**config.mk**
```make
export PLATFORM = sky130hd
export DESIGN_NAME = uart_program_loader
export DESIGN_NICKNAME = d
export VERILOG_FILES = /design/src/rtl/uart_program_loader.sv
export SDC_FILE = /design/constraint.sdc
export NUM_CORES = 1
export LEC_CHECK = 0
export ABC_CLOCK_PERIOD_IN_PS = 5960
export CAP_MARGIN = 15
export CORE_ASPECT_RATIO = 0.7
export CORE_MARGIN = 3
export CORE_UTILIZATION = 28
export CTS_CLUSTER_SIZE = 30
export DETAILED_ROUTE_END_ITERATION = 6
export HOLD_SLACK_MARGIN = 0.03
export SETUP_SLACK_MARGIN = 0.3
export SLEW_MARGIN = 15
export SYNTH_ARGS = -nofsm -noshare
export SYNTH_HDL_FRONTEND = slang
export SYNTH_SLANG_ARGS = --single-unit
```
**constraint.sdc**
```tcl
create_clock -name clk -period 5.96 [get_ports clk]
set_input_delay 1.788 -clock clk [delete_from_list [all_inputs] [get_ports clk]]
set_output_delay 1.788 -clock clk [all_outputs]
set_load 0.005 [all_outputs]
```
**src/rtl/uart_program_loader.sv**
```systemverilog
// uart_program_loader: receives a framed program over a UART byte stream
// (0xA5, N, 4*N data bytes LSB-first per word, XOR checksum), writes each
// completed word into instruction memory and, once the checksum matches,
// releases the CPU from reset. A rejected frame parks in ERROR until a new
// sync byte arrives; a verified program stays resident until reset.
module uart_program_loader #(
    parameter int INSTR_MEM_DEPTH = 32,
    parameter int ADDR_W          = 5,
    parameter int TIMEOUT_CYCLES  = 1000000
) (
    input  logic              clk,
    input  logic              reset,
    input  logic              rx_valid,
    input  logic [7:0]        rx_data,
    input  logic              run_req,
    output logic              imem_we,
    output logic [ADDR_W-1:0] imem_addr,
    output logic [31:0]       imem_wdata,
    output logic              cpu_reset,
    output logic              cpu_enable,
    output logic              load_done,
    output logic              load_err
);

    localparam logic [7:0] SYNC_BYTE = 8'hA5;

    // Word index / length counters must hold any 8-bit N and any address.
    localparam int IDX_W = (ADDR_W > 8) ? ADDR_W : 8;
    localparam logic [IDX_W-1:0] IDX_ZERO = IDX_W'(0);
    localparam logic [IDX_W-1:0] IDX_ONE  = IDX_W'(1);

    // Idle counter runs 0 .. TIMEOUT_CYCLES-1.
    localparam int TO_W = (TIMEOUT_CYCLES > 2) ? $clog2(TIMEOUT_CYCLES) : 1;
    localparam logic [TO_W-1:0] TO_ZERO = TO_W'(0);
    localparam logic [TO_W-1:0] TO_ONE  = TO_W'(1);
    localparam logic [TO_W-1:0] TO_LAST = TO_W'(TIMEOUT_CYCLES - 1);

    localparam logic [31:0] DEPTH_LIMIT = 32'(INSTR_MEM_DEPTH);

    typedef enum logic [2:0] {
        ST_IDLE  = 3'd0,
        ST_LEN   = 3'd1,
        ST_DATA  = 3'd2,
        ST_CHECK = 3'd3,
        ST_RUN   = 3'd4,
        ST_ERROR = 3'd5
    } state_t;

    state_t            state_r;
    state_t            state_n;
    logic [IDX_W-1:0]  len_r;
    logic [IDX_W-1:0]  word_idx_r;
    logic [1:0]        byte_idx_r;
    logic [23:0]       word_buf_r;
    logic [7:0]        chk_r;
    logic [TO_W-1:0]   idle_cnt_r;

    logic              sync_s;
    logic              len_ok_s;
    logic              last_word_s;
    logic              word_end_s;
    logic              in_frame_s;
    logic              timeout_s;
    logic              wr_fire_s;

    // Running checksum step: the frame check byte is the XOR of all data bytes.
    function automatic logic [7:0] xor_accumulate(input logic [7:0] acc,
                                                  input logic [7:0] data_byte);
        return acc ^ data_byte;
    endfunction

    // Decode helper conditions from the current byte and counters.
    always_comb begin
        sync_s      = rx_valid && (rx_data == SYNC_BYTE);
        len_ok_s    = (rx_data != 8'h00) && ({24'h000000, rx_data} <= DEPTH_LIMIT);
        last_word_s = ((word_idx_r + IDX_ONE) == len_r);
        word_end_s  = (byte_idx_r == 2'd3);
        in_frame_s  = (state_r == ST_LEN) || (state_r == ST_DATA) || (state_r == ST_CHECK);
        if (in_frame_s && !rx_valid && (idle_cnt_r == TO_LAST)) begin
            timeout_s = 1'b1;
        end else begin
            timeout_s = 1'b0;
        end
        if ((state_r == ST_DATA) && rx_valid && word_end_s) begin
            wr_fire_s = 1'b1;
        end else begin
            wr_fire_s = 1'b0;
        end
    end

    // Next-state logic for the frame parser.
    always_comb begin
        state_n = state_r;
        case (state_r)
            ST_IDLE: begin
                if (sync_s) begin
                    state_n = ST_LEN;
                end else begin
                    state_n = ST_IDLE;
                end
            end
            ST_LEN: begin
                if (rx_valid) begin
                    if (len_ok_s) begin
                        state_n = ST_DATA;
                    end else begin
                        state_n = ST_ERROR;
                    end
                end else if (timeout_s) begin
                    state_n = ST_ERROR;
                end else begin
                    state_n = ST_LEN;
                end
            end
            ST_DATA: begin
                if (rx_valid) begin
                    if (word_end_s && last_word_s) begin
                        state_n = ST_CHECK;
                    end else begin
                        state_n = ST_DATA;
                    end
                end else if (timeout_s) begin
                    state_n = ST_ERROR;
                end else begin
                    state_n = ST_DATA;
                end
            end
            ST_CHECK: begin
                if (rx_valid) begin
                    if (rx_data == chk_r) begin
                        state_n = ST_RUN;
                    end else begin
                        state_n = ST_ERROR;
                    end
                end else if (timeout_s) begin
                    state_n = ST_ERROR;
                end else begin
                    state_n = ST_CHECK;
                end
            end
            ST_RUN: begin
                state_n = ST_RUN;
            end
            ST_ERROR: begin
                if (sync_s) begin
                    state_n = ST_LEN;
                end else begin
                    state_n = ST_ERROR;
                end
            end
            default: begin
                state_n = ST_IDLE;
            end
        endcase
    end

    // State register.
    always_ff @(posedge clk or posedge reset) begin
        if (reset) begin
            state_r <= ST_IDLE;
        end else begin
            state_r <= state_n;
        end
    end

    // Inter-byte idle counter, active only while a frame is in progress.
    always_ff @(posedge clk or posedge reset) begin
        if (reset) begin
            idle_cnt_r <= TO_ZERO;
        end else if (in_frame_s && !rx_valid) begin
            idle_cnt_r <= idle_cnt_r + TO_ONE;
        end else begin
            idle_cnt_r <= TO_ZERO;
        end
    end

    // Frame bookkeeping: length, word/byte indices, partial word and checksum.
    always_ff @(posedge clk or posedge reset) begin
        if (reset) begin
            len_r      <= IDX_ZERO;
            word_idx_r <= IDX_ZERO;
            byte_idx_r <= 2'd0;
            word_buf_r <= 24'h000000;
            chk_r      <= 8'h00;
        end else if ((state_r == ST_LEN) && rx_valid) begin
            len_r      <= IDX_W'(rx_data);
            word_idx_r <= IDX_ZERO;
            byte_idx_r <= 2'd0;
            chk_r      <= 8'h00;
        end else if ((state_r == ST_DATA) && rx_valid) begin
            chk_r      <= xor_accumulate(chk_r, rx_data);
            byte_idx_r <= byte_idx_r + 2'd1;
            case (byte_idx_r)
                2'd0:    word_buf_r[7:0]   <= rx_data;
                2'd1:    word_buf_r[15:8]  <= rx_data;
                2'd2:    word_buf_r[23:16] <= rx_data;
                default: word_buf_r        <= word_buf_r;
            endcase
            if (word_end_s) begin
                word_idx_r <= word_idx_r + IDX_ONE;
            end else begin
                word_idx_r <= word_idx_r;
            end
        end else begin
            len_r      <= len_r;
            word_idx_r <= word_idx_r;
            byte_idx_r <= byte_idx_r;
            word_buf_r <= word_buf_r;
            chk_r      <= chk_r;
        end
    end

    // Instruction-memory write port: one-cycle strobe per completed word;
    // address and data hold between writes.
    always_ff @(posedge clk or posedge reset) begin
        if (reset) begin
            imem_we    <= 1'b0;
            imem_addr  <= '0;
            imem_wdata <= 32'h00000000;
        end else if (wr_fire_s) begin
            imem_we    <= 1'b1;
            imem_addr  <= word_idx_r[ADDR_W-1:0];
            imem_wdata <= {rx_data, word_buf_r};
        end else begin
            imem_we    <= 1'b0;
            imem_addr  <= imem_addr;
            imem_wdata <= imem_wdata;
        end
    end

    // Status and CPU control, registered from the state being entered.
    always_ff @(posedge clk or posedge reset) begin
        if (reset) begin
            cpu_reset  <= 1'b1;
            cpu_enable <= 1'b0;
            load_done  <= 1'b0;
            load_err   <= 1'b0;
        end else begin
            cpu_reset  <= (state_n != ST_RUN);
            cpu_enable <= (state_n == ST_RUN) && run_req;
            load_done  <= (state_n == ST_RUN);
            load_err   <= (state_n == ST_ERROR);
        end
    end

endmodule

```
==> results.txt, run 1 <==
----------------------------------------------------
[CTS]
  Total clock sinks ... 115
  Number of post-CTS setup repair buffers ... 0
  Bufs on Longest Clock Path ... 2
  Clock transition time at the flip-flop clock pins of the worst setup and hold paths ... 0.06 ns
  Clk Tree Root Cell ... clkbuf_16
  Number of hold buffers added after CTS ... 0
  Post_cts resized ... 0
  Number of clock buffers inserted by TritonCTS ... 17
  CTS HTree Levels ... 4
  Worst-skew pair later-pin latency ... 0.41 ns
  CTS tree ... done

[STA]
  Setup repair after global routing missed its margin ... false
  Setup Skew ... 0.00613 ns
  Setup-violating endpoint count in the final report ... 0
  Worst hold-check slack ... 0.449 ns
  Final hold violation count ... 0
  Fin Setup TNS ... 0 ns
  Worst rel slew slack ... 0.579
  Ratio of final minimum period to clock period ... 0.667
  Clock period minus worst slack ... 3.98 ns
  Number of pins exceeding their max-slew limit in the final report ... 0
  Slew of the pin with the lowest slew margin ... 0.630 ns
  Upper clock frequency limit ... 251 MHz

[Detailed routing]
  Routed vias ... 3805
  Residual antenna-violating net count after detailed routing ... 0
  First-pass DRT Iterations ... 4
  DRC Markers ... 0
  Iteration-0 DRC Markers ... 336
  Routed WL ... 12300 um
  Wire length per cell ... 15.1 um
  Routed vias/inst ... 4.66

[Logic synthesis]
  Number of unique standard cell types used by synthesis ... 47
  Complex-gate fraction of the synthesized area ... 0.0614
  Count of state elements after synthesis ... 115
  Dominant combinational cell family by area after synthesis ... simple AND/OR/NAND/NOR gates
  Number of enable flip-flop cells after synthesis ... 0
  Proportion of synthesized flip-flops having asynchronous set or reset ... 1.00
  Cells after Synth ... 518
  Sequential-to-total area share from yosys stat ... 0.548
  Parity-gate share of the synthesized area counting xor and xnor cells ... 0.0617
  Total standard cell area after synthesis ... 0.00525 mm^2
  Synth Net Count ... 536
  Number of warning messages in the yosys log ... 0
  Top_reg_cell synth ... dfrtp_1
  Post-Syn Area per Cell ... 10.1 um^2
  Post-synthesis simple-gate area fraction ... 0.204
  Proportion of synthesized area in mux cells ... 0.0793
  Adder and majority gate portion of the synthesized area ... 0.0143

[Global routing]
  Antenna violations before repair ... 0
  Global Route Usage Sum ... 0.128
  Via count of the first global-routing pass ... 3930
  Total congestion overflow ... 0
  Pin count of the biggest net entering global routing ... 50
  Wire length of the first global-routing pass ... 20500 um

[Cells and area]
  Antenna diode count ... 0
  Util after Layout ... 0.362
  Nets ... 586
  Most frequent cells in the layout ... 132 x nand2_1, 114 x dfrtp_1, 53 x clkdlybuf4s50_1
  Filler instances ... 1749
  Layout cells sized above 1 ... 0.150
  Area growth from synthesis to final layout ... 25.6%
  Most common library cell in the layout ignoring fill and taps ... nand2_1
  Post-route design area ... 0.00660 mm^2

[Hold path]
  Min-Delay Path Class ... reg -> reg

[Power and ir drop]
  Part of the total power dissipated in the clock network ... 0.494
  Leakage power total ... 2.99 nW
  Logic pwr share ... 0.085
  Internal portion of total power ... 0.00152 W
  Sequential share of power ... 0.421
  Net switching component of the power ... 0.000510 W
  Maximum VDD drop ... 183 uV
  Pwr/cell area ... 307 mW/mm^2
  Fraction of power spent switching nets ... 0.252

[Place]
  Post-detailed-placement half-perimeter wirelength ... 8370 um
  Dpl cell area ... 0.00601 mm^2
  Quantity of I/O buffers inserted on ports ... 53
  Gp weighted congestion ... 0.833

[Setup path]
  Kind of cell adding the most delay to the critical path ... buffers and inverters
  Slowest stage cell, crit path ... clkdlybuf4s50_1
  Arrival time reported for the critical path endpoint ... 4.26 ns
  Critical-path maximum fanout ... 23
  Category of the critical setup timing path ... in -> reg
  Critical Path, Cell by Cell ... clkdlybuf4s50_1, nor4bb_2, buf_4, nand2_2, inv_1, nor2_1, o21ai_0, o21ai_0
  CP max stage delay ... 0.63 ns
  Worst Setup End Kind ... flop
  Number of buffer and inverter stages on the critical path ... 3
  CP startpoint kind ... input port
  CP required ... 6.24 ns
  CP most frequent cell ... o21ai_0

[Die]
  Die Wd ... 170 um
  # IOs ... 54
  Area of the core ... 0.0182 mm^2
  Total number of placement rows ... 41
  Die height ... 121 um
  Initial Util ... 0.288
  Full die area ... 0.0205 mm^2

[Run]
  Max-cap violations ... 0

[Status]
  Status ... complete, no violations

----------------------------------------------------
synth_stat cells, drive strengths merged, types with 10 or more instances:
library cell,number,share of area
dfrtp,114,0.54
o21ai,27,0.026
nor2,31,0.022
inv,10,0.0071
xor2,20,0.033
xnor2,17,0.028
nand3,13,0.012
nor3,12,0.011
mux2,37,0.079
buf,10,0.011
nand2,133,0.096
clkbuf,19,0.014
power groups by stage:
| stage | Combinational (W) | Clock (W) | Sequential [W] |
|---|---|---|---|
| floorplan | 0.000124 | 0 | 0.000857 |
| global placement | 0.000166 | 0 | 0.000863 |
| detailed placement | 0.000176 | 0 | 0.000867 |
| CTS | 0.000177 | 0.00102 | 0.000853 |
| global route | 0.000195 | 0.00106 | 0.000857 |
| finish | 0.000173 | 0.00100 | 0.000853 |
cells by family after synthesis:
| group | after synthesis |
|---|---|
| xor+xnor | 37 |
| compound gates | 51 |
| simple gates | 233 |
| flops | 115 |
| mux | 37 |
| buf+inv | 39 |
| fa+ha+maj | 6 |
layout make-up:
| class | instances | area [um^2] | area share |
|---|---|---|---|
| Clock buffer | 19 | 453 | 0.0686 |
| Multi-Input combinational cell | 364 | 2210 | 0.336 |
| Clock inverter | 13 | 134 | 0.0203 |
| Sequential cell | 115 | 2880 | 0.436 |
| Inverter | 10 | 40.0 | 0.00607 |
| Tap cell | 236 | 295 | 0.0447 |
| Timing Repair Buffer | 60 | 583 | 0.0884 |
final timing paths:
kind                               start       endpoint  slack [ns]  depth (start not counted)
min                        idle_cnt_r[0]  idle_cnt_r[0]        0.45                          1
min in group asynchronous          reset  idle_cnt_r[1]        1.72                          2
min reg2reg                idle_cnt_r[0]  idle_cnt_r[0]        0.45                          1
max reg2reg                   state_r[1]  word_idx_r[2]        3.37                          7
max                             rx_valid  word_idx_r[2]        1.98                          8
max in group asynchronous          reset       chk_r[7]        3.28                          3
registers in the layout, summed over array words and instances, names as in the netlist, 2 cells and up:
signal and count:
byte_idx_r 2, word_buf_r 24, imem_addr 5, word_idx_r 8, imem_wdata 32, len_r 8
state_r 3, idle_cnt_r 20, chk_r 8
routing by layer:
layer	global-route usage	vias to the layer above	routed length [um]
li1	-	1836	-
met1	0.163	1881	5780
met2	0.199	74	5690
met3	0.0474	14	688
met4	0.0439	0	157
met5	0	-	0
metrics by stage:
step           setup WS, ns  total power (W)  cells
2_1_floorplan          1.13         0.000981    518
3_3_place_gp           1.61          0.00103    785
3_5_place_dp           1.56          0.00104    785
4_1_cts                1.99          0.00205    817
5_1_grt                1.69          0.00211    817
6_report               1.98          0.00203    817
(Power assumes the default switching activity.)
==> run 2, diff against run 1 <==
--- a/config.mk
+++ b/config.mk
@@ -5,7 +5,7 @@
 export SDC_FILE = /design/constraint.sdc
 export NUM_CORES = 1
 export LEC_CHECK = 0
-export ABC_CLOCK_PERIOD_IN_PS = 5960
+export ABC_CLOCK_PERIOD_IN_PS = 4140
 export CAP_MARGIN = 15
 export CORE_ASPECT_RATIO = 0.7
 export CORE_MARGIN = 3
==> constraint.sdc (replaced) <==
create_clock -name clk -period 4.14 [get_ports clk]
set_input_delay 1.242 -clock clk [delete_from_list [all_inputs] [get_ports clk]]
set_output_delay 1.242 -clock clk [all_outputs]
set_load 0.005 [all_outputs]
==> run 2 against run 1 <==
Against the previous run: worst hold slack gained 0.010 ns; via count grew 1.3%; combinational power grew 46%; non-clock buffer count grew 6; sequential power grew 44%; flip-flop and latch count is the same; clock skew grew 0.016 ns.
==> results.txt, run 2 (synthesis results as in run 1) <==
----------------------------------------------------
[CTS]
  Number of hold buffers added after CTS ... 0 (unchanged)
  Total clock sinks ... 115 (unchanged)
  Bufs on Longest Clock Path ... 2 (unchanged)
  Number of clock buffers inserted by TritonCTS ... 17 (unchanged)
  Worst-skew pair later-pin latency ... 0.41 ns (about the same)
  Clock transition time at the flip-flop clock pins of the worst setup and hold paths ... 0.05 ns (was 0.06 ns)
  CTS tree ... done (unchanged)
  CTS HTree Levels ... 4 (unchanged)
  Post_cts resized ... 0 (unchanged)
  Clk Tree Root Cell ... clkbuf_16 (unchanged)
  Number of post-CTS setup repair buffers ... 0 (unchanged)

[STA]
  Fin Setup TNS ... 0 ns (unchanged)
  Worst rel slew slack ... 0.589 (was 0.579)
  Upper clock frequency limit ... 332 MHz
  Slew of the pin with the lowest slew margin ... 0.612 ns (was 0.630 ns)
  Setup slack after layout ... 1.13 ns (was 1.98 ns)
  Final hold violation count ... 0 (unchanged)
  Setup Skew ... 0.0217 ns (was 0.00613 ns)
  Number of pins exceeding their max-slew limit in the final report ... 0 (unchanged)
  Clock period minus worst slack ... 3.01 ns
  Setup repair after global routing missed its margin ... false (unchanged)
  Ratio of final minimum period to clock period ... 0.727
  Setup-violating endpoint count in the final report ... 0 (unchanged)

[Detailed routing]
  Routed vias/inst ... 4.69 (was 4.66)
  First-pass DRT Iterations ... 4 (unchanged)
  Routed vias ... 3856 (was 3805)
  Wire length per cell ... 14.7 um (was 15.1 um)
  Routed WL ... 12100 um (was 12300 um)
  DRC Markers ... 0 (unchanged)
  Residual antenna-violating net count after detailed routing ... 0 (unchanged)
  Iteration-0 DRC Markers ... 181 (was 336)

[Hold path]
  Destination of the worst hold path ... idle_cnt_r[0] (unchanged)
  Origin of the worst min-delay path ... idle_cnt_r[0] (unchanged)
  Number of cells on the worst hold path ... 1 (unchanged)
  Min-Delay Path Class ... reg -> reg (unchanged)

[Power and ir drop]
  Pwr/cell area ... 451 mW/mm^2 (was 307 mW/mm^2)
  Maximum VDD drop ... 301 uV (was 183 uV)
  Leakage power total ... 3.06 nW (was 2.99 nW)

[Cells and area]
  Registers with the most flip-flops ... imem_wdata x32, word_buf_r x24, idle_cnt_r x20 (unchanged)
  Nets ... 592 (was 586)
  Most frequent cells in the layout ... 132 x nand2_1, 114 x dfrtp_1, 53 x clkdlybuf4s50_1 (unchanged)
  Most common library cell in the layout ignoring fill and taps ... nand2_1 (unchanged)
  Fin cells ... 823 (was 817)
  Number of flip-flops in the largest register ... 32 (unchanged)
  Filler instances ... 1729 (was 1749)
  Antenna diode count ... 0 (unchanged)
  Area growth from synthesis to final layout ... 27.3% (was 25.6%)
  Layout cells sized above 1 ... 0.155 (was 0.150)
  Top register by number of flip-flops ... imem_wdata (unchanged)

[Die]
  Full die area ... 0.0205 mm^2 (unchanged)
  Initial Util ... 0.288 (unchanged)
  Die height ... 121 um (unchanged)
  Area of the core ... 0.0182 mm^2 (unchanged)
  # IOs ... 54 (unchanged)
  Total number of placement rows ... 41 (unchanged)
  Die Wd ... 170 um (unchanged)

[Status]
  Status ... complete, no violations (unchanged)

[Global routing]
  GRT Max-Usage Layer ... met2 (unchanged)
  Antenna violations before repair ... 0 (unchanged)
  Met1 track demand over resource in global routing ... 0.169 (was 0.163)
  Total congestion overflow ... 0 (unchanged)
  GR Layer Usage met2 ... 0.191 (was 0.199)
  Wire length of the first global-routing pass ... 20300 um (was 20500 um)
  Pin count of the biggest net entering global routing ... 116 (was 50)
  Global routing met3 resource utilization ... 0.0386 (was 0.0474)
  Via count of the first global-routing pass ... 3898 (was 3930)
  Global Route Usage Sum ... 0.125 (was 0.128)

[Place]
  Setup slack at placement ... 0.735 ns (was 1.56 ns)
  Gp weighted congestion ... 0.843 (was 0.833)
  Post-detailed-placement half-perimeter wirelength ... 8260 um (was 8370 um)
  Quantity of I/O buffers inserted on ports ... 53 (unchanged)
  Placed instance count ... 791 (was 785)

[Setup path]
  Terminus of the critical flop-to-flop path ... state_r[0] (was word_idx_r[2])
  Arrival time reported for the critical path endpoint ... 3.27 ns (was 4.26 ns)
  CP startpoint kind ... input port (unchanged)
  Worst Setup End Kind ... flop (unchanged)
  FF-to-FF setup slack ... 1.75 ns (was 3.37 ns)
  Cells on worst reg2reg path ... 6 (was 7)
  CP required ... 4.40 ns (was 6.24 ns)
  Source of the worst register-to-register timing path ... word_idx_r[0] (was state_r[1])
  Category of the critical setup timing path ... in -> reg (unchanged)
  Critical-path maximum fanout ... 7 (was 23)

[Run]
  Max-cap violations ... 0 (unchanged)

----------------------------------------------------
## run 2: changes by cell type in the layout (fill, tap and decap cells not counted)
cell,delta
buf_12,+1
buf_4,+5
bufinv_16,+2
clkbuf_1,+2
clkinv_2,+2
clkinvlp_4,-4
inv_4,-1
inv_6,-1
## run 2: per-stage QoR
| stage | total power (W) | area, um^2 | hold slack [ns] | utilization |
|---|---|---|---|---|
| finish | 0.00302 | 6690 | 0.459 | 0.367 |
| global route | 0.00315 | 6690 | 0.491 | 0.367 |
| CTS | 0.00305 | 6690 | 0.466 | 0.367 |
| detailed placement | 0.00151 | 6070 | 0.451 | 0.333 |
| global placement | 0.00150 | 6070 | 0.442 | 0.333 |
| floorplan | 0.00141 | 5260 | 0.424 | - |
## run 2: area by class of cell
class	count	area [um^2]	share of cell area
clock buffers	21	460	0.0688
repair buffers	66	641	0.0958
multi-input cells	364	2210	0.331
well taps	236	295	0.0441
flip-flops and latches	115	2880	0.430
inverters	10	41.3	0.00617
clock inverters	11	158	0.0236
## run 2: power breakdown
part | total [W] | internal (W) | leakage [nW] | switching, W
sequential | 0.00123 | 0.00118 | 1.58 | 0.0000568
clock | 0.00153 | 0.00103 | 0.306 | 0.000501
combinational | 0.000253 | 0.000100 | 1.17 | 0.000153
total | 0.00302 | 0.00231 | 3.06 | 0.000711
## run 2: how the worst max path moves through the flow
stage	startpoint	to	slack, ns
2_1_floorplan	rx_data[3]	cpu_enable	1.33
3_3_place_gp	rx_data[5]	cpu_enable	0.85
3_5_place_dp	rx_data[5]	state_r[0]	0.74
4_1_cts	rx_data[5]	state_r[0]	1.19
5_1_grt	rx_data[5]	state_r[0]	1.0
6_report	rx_data[5]	state_r[0]	1.13
## run 2: layer usage
layer / wire length, um / vias to the layer above
met5: 0 / -
met4: 76 / 0
met3: 570 / 5
met2: 5610 / 74
met1: 5830 / 1930
li1: - / 1847
## run 2: worst max-delay path, cell delays in order
cell and delay [ns]:
clkdlybuf4s50_1 0.66, buf_4 0.29, xnor2_1 0.21, a31oi_1 0.14, a211o_1 0.33, nor4_4 0.26
o41ai_1 0.14
